[src/rtl/morse_symbol_ctrl.sv]
// Morse element capture: times key presses against a tick timebase, packs dots/dashes
// into a per-character pattern and emits one character record after the inter-character gap.
module morse_symbol_ctrl #(
  parameter int DASH_TICKS = 3,
  parameter int GAP_TICKS  = 7,
  parameter int MAX_ELEMS  = 5,
  parameter int CNT_W      = 4
) (
  input  logic       CLK,
  input  logic       reset,
  input  logic       tick,
  input  logic       key,
  output logic       sym_valid,
  output logic [2:0] sym_len,
  output logic [4:0] sym_bits,
  output logic       sym_err,
  output logic [2:0] elem_cnt,
  output logic       busy
);

  localparam logic [1:0] IDLE  = 2'd0;
  localparam logic [1:0] PRESS = 2'd1;
  localparam logic [1:0] GAP   = 2'd2;
  localparam logic [1:0] EMIT  = 2'd3;

  localparam logic [CNT_W-1:0] DUR_MAX  = '1;
  localparam logic [CNT_W-1:0] CNT_ONE  = CNT_W'(1);
  localparam logic [CNT_W-1:0] DASH_TH  = CNT_W'(DASH_TICKS);
  localparam logic [CNT_W-1:0] GAP_TH   = CNT_W'(GAP_TICKS);
  localparam logic [2:0]       ELEM_MAX = 3'(MAX_ELEMS);

  logic [1:0]       state, state_n;
  logic [CNT_W-1:0] dur, dur_n;
  logic [CNT_W-1:0] gap, gap_n;
  logic [2:0]       elem_n;
  logic [4:0]       pattern, pattern_n;
  logic             ovf, ovf_n;

  always_comb begin
    // NOTE: every signal gets a hold-value default before the case so no path infers a latch.
    state_n   = state;
    dur_n     = dur;
    gap_n     = gap;
    elem_n    = elem_cnt;
    pattern_n = pattern;
    ovf_n     = ovf;
    case (state)
      IDLE: begin
        if (key) begin
          state_n = PRESS;
          dur_n   = '0;
        end
      end
      PRESS: begin
        if (!key) begin
          // Release: a tick on this cycle is deliberately not added to dur.
          if (elem_cnt < ELEM_MAX) begin
            pattern_n[elem_cnt] = (dur >= DASH_TH);
            elem_n              = elem_cnt + 3'd1;
          end else begin
            ovf_n = 1'b1;
          end
          state_n = GAP;
          gap_n   = '0;
        end else if (tick && (dur != DUR_MAX)) begin
          dur_n = dur + CNT_ONE;
        end
      end
      GAP: begin
        // Key wins over a coincident tick so a late re-press extends the character.
        if (key) begin
          state_n = PRESS;
          dur_n   = '0;
        end else if (tick) begin
          gap_n = gap + CNT_ONE;
          if (gap_n >= GAP_TH) state_n = EMIT;
        end
      end
      EMIT: begin
        state_n   = IDLE;
        elem_n    = '0;
        pattern_n = '0;
        ovf_n     = 1'b0;
      end
      default: state_n = IDLE;
    endcase
  end

  always_ff @(posedge CLK) begin
    // NOTE: sequential state uses non-blocking assignments so all flops update together.
    if (reset) begin
      state     <= IDLE;
      dur       <= '0;
      gap       <= '0;
      elem_cnt  <= '0;
      pattern   <= '0;
      ovf       <= 1'b0;
      sym_valid <= 1'b0;
      sym_len   <= '0;
      sym_bits  <= '0;
      sym_err   <= 1'b0;
      busy      <= 1'b0;
    end else begin
      state     <= state_n;
      dur       <= dur_n;
      gap       <= gap_n;
      elem_cnt  <= elem_n;
      pattern   <= pattern_n;
      ovf       <= ovf_n;
      // The record is latched from EMIT so it appears one cycle after gap completes.
      sym_valid <= (state == EMIT);
      sym_len   <= (state == EMIT) ? elem_cnt : 3'd0;
      sym_bits  <= (state == EMIT) ? pattern  : 5'd0;
      sym_err   <= (state == EMIT) ? ovf      : 1'b0;
      busy      <= (state_n != IDLE);
    end
  end

endmodule
[config.mk]
export PLATFORM = sky130hd
export DESIGN_NAME = morse_symbol_ctrl
export DESIGN_NICKNAME = d
export VERILOG_FILES = /design/src/rtl/morse_symbol_ctrl.sv
export SDC_FILE = /design/constraint.sdc
export NUM_CORES = 1
export LEC_CHECK = 0
export CAP_MARGIN = 20
export CELL_PAD_IN_SITES_DETAIL_PLACEMENT = 1
export CELL_PAD_IN_SITES_GLOBAL_PLACEMENT = 2
export CORE_MARGIN = 3
export CORE_UTILIZATION = 33
export DETAILED_ROUTE_END_ITERATION = 6
export DONT_BUFFER_PORTS = 1
export PLACE_DENSITY = 0.82
export SYNTH_ARGS = -nofsm -noshare
export SYNTH_HDL_FRONTEND = slang
export SYNTH_SLANG_ARGS = --single-unit
[constraint.sdc]
create_clock -name CLK -period 1.5 [get_ports CLK]
set_clock_uncertainty 0.2 [all_clocks]
set_input_delay 0.225 -clock CLK [delete_from_list [all_inputs] [get_ports CLK]]
set_output_delay 0.225 -clock CLK [all_outputs]
set_load 0.02 [all_outputs]
==> impl_results.md <==
* EDFF count, synth at 0
* Core area at 3744 um2
* Cells after DPL at 208
* Cell variety after synth at 41
* RePlAce Congestion at 0.8013
* Post-Route WL at 3.753 mm
* Area of the multi-input gates at 792.0 um2
* DR WL met3 at 208 um
* Final cell count without fillers at 222
* Synth top area share at 46.15%
* Worst Setup Start Kind: flop
* Mapped Area at 1301 um2
* Crit path DAT at 1530 ps
* Full die area at 4733 um2
* CTS Sinks at 30
* FFs w/ async S/R, synth at 0%
* Ant diodes at 0
* CP Data Required Time at 1520 ps
* Max-cap check violation count at 0
* Final worst slack at -7.176 ps
* Worst setup EP type: flop
* Final hold slack at -209.7 ps
* Top_reg_cell synth: dfxtp_1
* Cell taking the most area after synthesis: dfxtp_1
* Tightest Pin Transition at 466.8 ps
* Kind of critical path: reg -> reg
* Register area at 625.6 um2
* Fmax at 663.5 MHz
* DRC viols at 0
* Most frequent cells after synthesis: dfxtp_1, a21oi_1, nor2_1, nand2_1
* Post-layout nets at 181
* Largest net degree at the start of global routing at 20
* Syn Inst Count at 143
* Num CTS Buffers at 5
* Drt pass-1 iters at 4
* Routed wire per std cell at 16.91 um
* Number of DRC markers in iteration 0 at 71
* Max-slew headroom at 68.49%
* Outcome: complete, but fails checks
* Vias per cell at 5.365
* CTS max path bufs at 2
* Synth area leaders: dfxtp_1, a21oi_1, ha_1
* Routed Antenna Nets at 0
* Layout Utilization at 49.57%
* Clock-pin slew on the worst setup and hold paths at 60 ps
* Fin. max-slew vios at 0
* Most frequent cell after synthesis: dfxtp_1
* Die Width at 68.80 um
* PwrDens at 920.5 nW/um2
* TritonCTS clock tree: yes
* Lkg Pwr at 0.6907 nW
* Number of I/O port buffers at 0
* Setup violators final at 1
* Unrepaired setup endpoints after global routing: yes
* DP Wirelength at 2.348 mm
* Rows at 22
* Die span in y at 68.80 um
* Max VDD drop at 536.5 uV
* Tcrit/Tclk final at 100.5%
* Clk Latency, worst-skew pair at 290 ps
* Wire length on met2 at 1.989 mm
* Gr usage total at 15.99%
* Synth Area per Inst at 9.100 um2
* First-pass GRT wire length at 5.526 mm
* H-tree depth at 2
* Io pins at 18
* YS warnings at 0
* Highest Signal Layer: met4
* Fraction of layout cells with a size suffix above 1 at 45.98%
* Pre-CTS WS at -74.63 ps
* Syn-to-layout area delta at 42.60%
* HP Class: in -> reg
* Net Count, Synth at 151
* Wl on met1 at 1.469 mm
* Final hold vios at 18
* Initial antenna violation count at 0
* FILL cells at 433
* Starting Density at 34.76%
* Clk Tree Root Cell: clkbuf_8
* Routed vias at 1191
* Yosys reg bits at 30
* Post-route minimum period at 1507 ps
* Violated checks: negative hold slack, negative setup slack
* Worst Path Max Fanout at 5
* Aggregate global routing overflow at 0
* Vias in the first global route at 1175
* Setup TNS at -7.176 ps
* Register area share after synthesis at 46.15%
## stage by stage
stage	cell area [um2]	power [mW]
CTS	1665	1.702
global placement	1518	0.9036
floorplan	1311	0.8836
global route	1856	1.784
detailed placement	1518	0.9066
finish	1856	1.708
## metal layers
layer,vias up,global-route usage [%]
met5,-,0
met4,0,6.569
met3,8,5.511
met2,33,28.61
met1,588,16.99
li1,562,-
## where the power goes
part | switching [mW] | internal [mW] | total (mW)
Sequential | 0.0135 | 0.797 | 0.810
Clock | 0.313 | 0.488 | 0.801
Combinational | 0.0487 | 0.0481 | 0.0968
Total | 0.375 | 1.33 | 1.71
## critical path, cell delays in order, from the launching register on
cell and delay [ps]:
dfxtp_4 360, inv_2 70, buf_6 100, nand2_2 50, or4_4 520, a21oi_2 140
## cell type report
cell class / count / area share (%)
Inverter: 6 / 1.214
Multi-Input combinational cell: 99 / 42.68
Clock inverter: 3 / 2.158
Tap cell: 48 / 3.237
Clock buffer: 5 / 3.709
Sequential cell: 30 / 33.72
Timing Repair Buffer: 31 / 13.28
## state kept, by name (all words and copies together), names as in the netlist, 2 cells and up
register  cells
dur           4
elem_cnt      3
gap           4
pattern       5
state         2
sym_bits      5
sym_len       3
## worst paths after layout
path                                                from                       to  slack, ps  depth (start not counted)
worst max-delay path            elem_cnt[1]$_SDFFE_PP0P_  pattern[1]$_SDFFE_PP0P_         -7                          5
worst min-delay path                               reset      gap[2]$_SDFFE_PP0P_       -210                          1
worst max register to register  elem_cnt[1]$_SDFFE_PP0P_  pattern[1]$_SDFFE_PP0P_         -7                          5
worst min register to register   pattern[0]$_SDFFE_PP0P_   sym_bits[0]$_SDFF_PP0_        240                          2
## cells in the final DEF (no fill, tap or decap), types with 2 or more instances in the layout
master / n
mux2_2: 2
buf_4: 27
a211oi_2: 2
nand2b_1: 6
or2_2: 2
xor2_1: 3
o21ai_0: 2
nand4_1: 4
ha_4: 2
a21oi_1: 5
nor3_1: 4
ha_1: 2
dfxtp_4: 5
buf_6: 3
dfxtp_1: 20
nand2_2: 2
nand3b_1: 2
a21oi_2: 5
and2_1: 6
clkbuf_8: 5
clkinv_2: 2
xor2_2: 2
dfxtp_2: 5
nand2_1: 6
inv_1: 5
nand3_1: 5
nor4_2: 2
mux2i_1: 3
nor2_1: 8
## timing repair
action,in CTS,in global routing
gates resized for setup,9,37
gates cloned,0,0
endpoints found under the hold margin,20,19
endpoints found under the setup margin,7,14
pin swaps,2,10
setup buffers,1,4
## kinds of logic (layout without fill, tap and decap cells)
| group | count (synthesis) | after routing | synth area share, % |
|---|---|---|---|
| AOI/OAI and AO/OA | 24 | 24 | 12.21 |
| xor gates and xnor gates | 5 | 5 | 3.365 |
| adders and majority gates | 4 | 4 | 3.846 |
| buffers and inverters | 14 | 45 | 4.519 |
| DFF | 30 | 30 | 46.15 |
| muxes | 5 | 5 | 4.038 |
| and+or+nand+nor | 61 | 61 | 25.87 |
Power figures use the tool's default switching activity.
